==> src/rtl/debounce_bank.sv <==
// debounce_bank: per-channel synchroniser, shared tick prescaler and tick-qualified debouncer with edge pulses
module debounce_bank #(
  parameter int                  CHANNELS     = 4,
  parameter int                  TICK_BITS    = 17,
  parameter int                  STABLE_TICKS = 3,
  parameter int                  SYNC_STAGES  = 2,
  parameter logic [CHANNELS-1:0] INVERT       = '0
) (
  input  logic                clock,
  input  logic                reset,
  input  logic [CHANNELS-1:0] signal,
  output logic [CHANNELS-1:0] level,
  output logic [CHANNELS-1:0] rise,
  output logic [CHANNELS-1:0] fall,
  output logic                any_change
);
  localparam int CW = $clog2(STABLE_TICKS + 1);
  localparam logic [CW-1:0] LAST = CW'(STABLE_TICKS - 1);
  logic [SYNC_STAGES-1:0][CHANNELS-1:0] r_sync;
  logic [TICK_BITS-1:0]                 r_pre;
  logic [CW-1:0]                        r_cnt [CHANNELS];
  logic [CHANNELS-1:0]                  w_s;
  logic [CHANNELS-1:0]                  w_diff;
  logic [CHANNELS-1:0]                  w_load;
  logic [CHANNELS-1:0]                  w_rise;
  logic [CHANNELS-1:0]                  w_fall;
  logic                                 w_tick;
  assign w_s    = r_sync[SYNC_STAGES-1] ^ INVERT;
  assign w_diff = w_s ^ level;
  assign w_tick = &r_pre;
  assign w_rise = w_load & w_s;
  assign w_fall = w_load & ~w_s;
  // shift raw inputs through the synchroniser chain
  always_ff @(posedge clock or negedge reset) begin
    if (!reset) r_sync <= '0;
    else        r_sync <= {r_sync[SYNC_STAGES-2:0], signal};
  end
  // free-running prescaler; tick is its all-ones state
  always_ff @(posedge clock or negedge reset) begin
    if (!reset) r_pre <= '0;
    else        r_pre <= r_pre + 1'b1;
  end
  genvar g;
  generate
    for (g = 0; g < CHANNELS; g++) begin : g_ch
      assign w_load[g] = w_diff[g] & w_tick & (r_cnt[g] == LAST);
      // agreement or acceptance clears, disagreement counts ticks, otherwise hold
      always_ff @(posedge clock or negedge reset) begin
        if (!reset) r_cnt[g] <= '0;
        else        r_cnt[g] <= (!w_diff[g] || w_load[g]) ? '0 : w_tick ? r_cnt[g] + 1'b1 : r_cnt[g];
      end
    end
  endgenerate
  // accept qualified levels and register the matching edge pulses
  always_ff @(posedge clock or negedge reset) begin
    if (!reset) begin
      level      <= '0;
      rise       <= '0;
      fall       <= '0;
      any_change <= 1'b0;
    end else begin
      level      <= level ^ w_load;
      rise       <= w_rise;
      fall       <= w_fall;
      any_change <= |(w_rise | w_fall);
    end
  end
endmodule

==> config.mk <==
export PLATFORM = sky130hd
export DESIGN_NAME = debounce_bank
export DESIGN_NICKNAME = d
export VERILOG_FILES = /design/src/rtl/debounce_bank.sv
export SDC_FILE = /design/constraint.sdc
export NUM_CORES = 1
export LEC_CHECK = 0
export ABC_AREA = 1
export CELL_PAD_IN_SITES_DETAIL_PLACEMENT = 1
export CELL_PAD_IN_SITES_GLOBAL_PLACEMENT = 1
export CORE_MARGIN = 10
export CORE_UTILIZATION = 45
export CTS_CLUSTER_DIAMETER = 40
export DETAILED_ROUTE_END_ITERATION = 10
export GPL_TIMING_DRIVEN = 1
export PLACE_DENSITY = 0.79
export SYNTH_ARGS = -nofsm -noshare
export SYNTH_HDL_FRONTEND = slang
export SYNTH_SLANG_ARGS = --single-unit
==> constraint.sdc <==
create_clock -name clock -period 3.9 [get_ports clock]
set_clock_uncertainty 0.05 [all_clocks]
set_input_delay 0.78 -clock clock [delete_from_list [all_inputs] [get_ports clock]]
set_output_delay 0.78 -clock clock [all_outputs]
set_load 0.1 [all_outputs]
==> qor.yml <==
status: "complete, no violations"
fin_crit_sh_pct: 69.21
ys_warn_count: 0
drtPass1Iterations: 4
io_buffers: 18
hold_slack_ns: 0.3048
critical_path_class: "flip-flop to output pin"
dp_cells: 285
fin_util_pct: 56.95
start_util_pct: 47.83
slew_viol_final: 0
cp_slowest_cell: "clkdlybuf4s50_1"
cts_sinks: 46
drcViolationCount: 0
synth.distinct_cells: 19
vias: 1412
area_growth_syn_to_layout_pct: 19.07
worst_slew_pin_slew_ns: 0.9825
power.total_uw: 938.5
pre_cts_slack_ns: 1.508
cts.path.max_buffers: 2
place.gp.congestion: 0.7283
yosys-top-cells-area: "dfrtp_1 (58%), nand2_1 (13%), inv_1 (5.3%)"
fmax_mhz: 370.5
routedWlPerCell_um: 13.04
die_x_um: 86.14
final_nets: 254
placed_cell_area_um2: 2201
post_cts_buffers: 0
synth_edf_count: 0
synth_area_per_cell_um2: 9.028
cts_tree: "done"
finalSetupViolCount: 0
numCtsBuffers: 5
synth.net_count: 230
async_reset_ff_share_pct: 100.0
slew_headroom_pct: 34.50
grt_pass1_vias: 1488
cp_max_fo: 4
drive_gt1_share_pct: 9.053
grt_pass1_wl_mm: 6.810
start_kind: "flip-flop"
htree_levels: 2
ios: 19
finalInstanceArea_um2: 2344
hold_class: "flip-flop to flip-flop"
rsz0062_at_grt: "false"
hpwl_mm: 2.785
drtAntennaViolNets: 0
setup-tns-final_ns: 0
grt_usage_pct: 11.25
grt_max_degree: 47
critPathCaptureType: "output pin"
vias_per_cell: 4.819
cellLeakagePower_nw: 1.131
r2r_slack_ns: 1.53
die_h_um: 86.14
antennaDiodeCount: 0
antenna_found_initial: 0
rows: 23
ctsHoldBuffers: 0
cts-root-buf: "clkbuf_8"
grt.overflow.total: 0
cts_resized: 0
hold_viol: 0
yosysMostFrequentCell: "nand2_1"
max_stage_delay_ns: 1.16
cp_cell_sequence: "clkdlybuf4s50_1"
synth.top_cell.area_share_pct: 58.49
synth_flop_cell: "dfrtp_1"
postSynthCellCount: 218
required_ns: 3.07
period_needed_ns: 2.699
power.density_nw_per_um2: 400.5
clk_pin_slew_ns: 0.09
netlist_area_um2: 1968
fp.dieArea_um2: 7419
synth_commonest_cells: "nand2_1 (69), dfrtp_1 (46), inv_1 (28)"
path_delay_family: "buffers and inverters"
design.core.area_um2: 4115
synth_area_leader_cell: "dfrtp_1"
ys_seq_area_share_pct: 58.49
final_cells: 293
drtIter0Drc: 43
worstSkewPairLatency_ns: 0.30
wl_mm: 3.820
fin_ws_ns: 1.201
maxCapViolCount: 0
ir_drop_v: 0.0002453
arrival_ns: 1.87
cp_num_buf_inv: 1
synth_seq_cells: 46
==> cell usage in the layout, fill, tap and decap left out, drive strengths merged, types with 2 or more instances in the layout <==
master / netlist / final
ha: 6 / 6
clkdlybuf4s50: 0 / 17
inv: 28 / 28
nor2: 31 / 31
xnor2: 2 / 2
nand3: 9 / 9
a21oi: 2 / 2
nand4: 6 / 6
dfrtp: 46 / 46
o21ai: 6 / 6
xor2: 5 / 5
bufinv: 0 / 2
clkbuf: 0 / 6
nand2: 74 / 74
==> metal layers <==
layer / GRT usage (%) / share of wire (%)
met1: 12.59 / 45
met2: 19.41 / 49
met3: 3.690 / 4.8
met4: 4.042 / 1.5
met5: 0 / 0
==> cells by family after synthesis <==
group	count (synthesis)	synth area share [%]
AO/OA/AOI/OAI	8	2.034
XOR/XNOR	7	3.115
adder cells (fa/ha/maj)	6	3.814
buffers and inverters	29	5.594
flip-flops	46	58.49
AND/OR/NAND/NOR	122	26.95
==> registers in the layout (all words and copies together), names as in the netlist <==
name        cells
any_change      1
rise            4
level           4
fall            4
w_s             4
r_sync          4
r_pre          17
r_cnt           8
==> worst paths after layout <==
kind / start / endpoint / cells past startpoint
min reg2reg: r_sync[3] / w_s[3] / 0
max in group asynchronous: reset / level[0] / 1
min in group asynchronous: reset / w_s[1] / 1
max reg2reg: r_pre[0] / r_cnt[1] / 9
min: r_sync[3] / w_s[3] / 0
max: level[1] / level[1] / 1
==> power breakdown <==
part / internal (mW) / leakage [nW] / switching (mW)
registers: 0.481 / 0.610 / 0.00162
logic: 0.00577 / 0.450 / 0.0144
clock network: 0.273 / 0.0714 / 0.163
total: 0.760 / 1.13 / 0.179
==> layout make-up <==
type | instances | area [um^2]
fillers | 491 | 1772
flip-flops and latches | 46 | 1151
multi-input cells | 143 | 706.9
repair buffers | 18 | 175.2
inverters | 28 | 105.1
clock buffers | 6 | 82.58
well taps | 50 | 62.56
clock inverters | 2 | 60.06
Power figures use the tool's default switching activity.
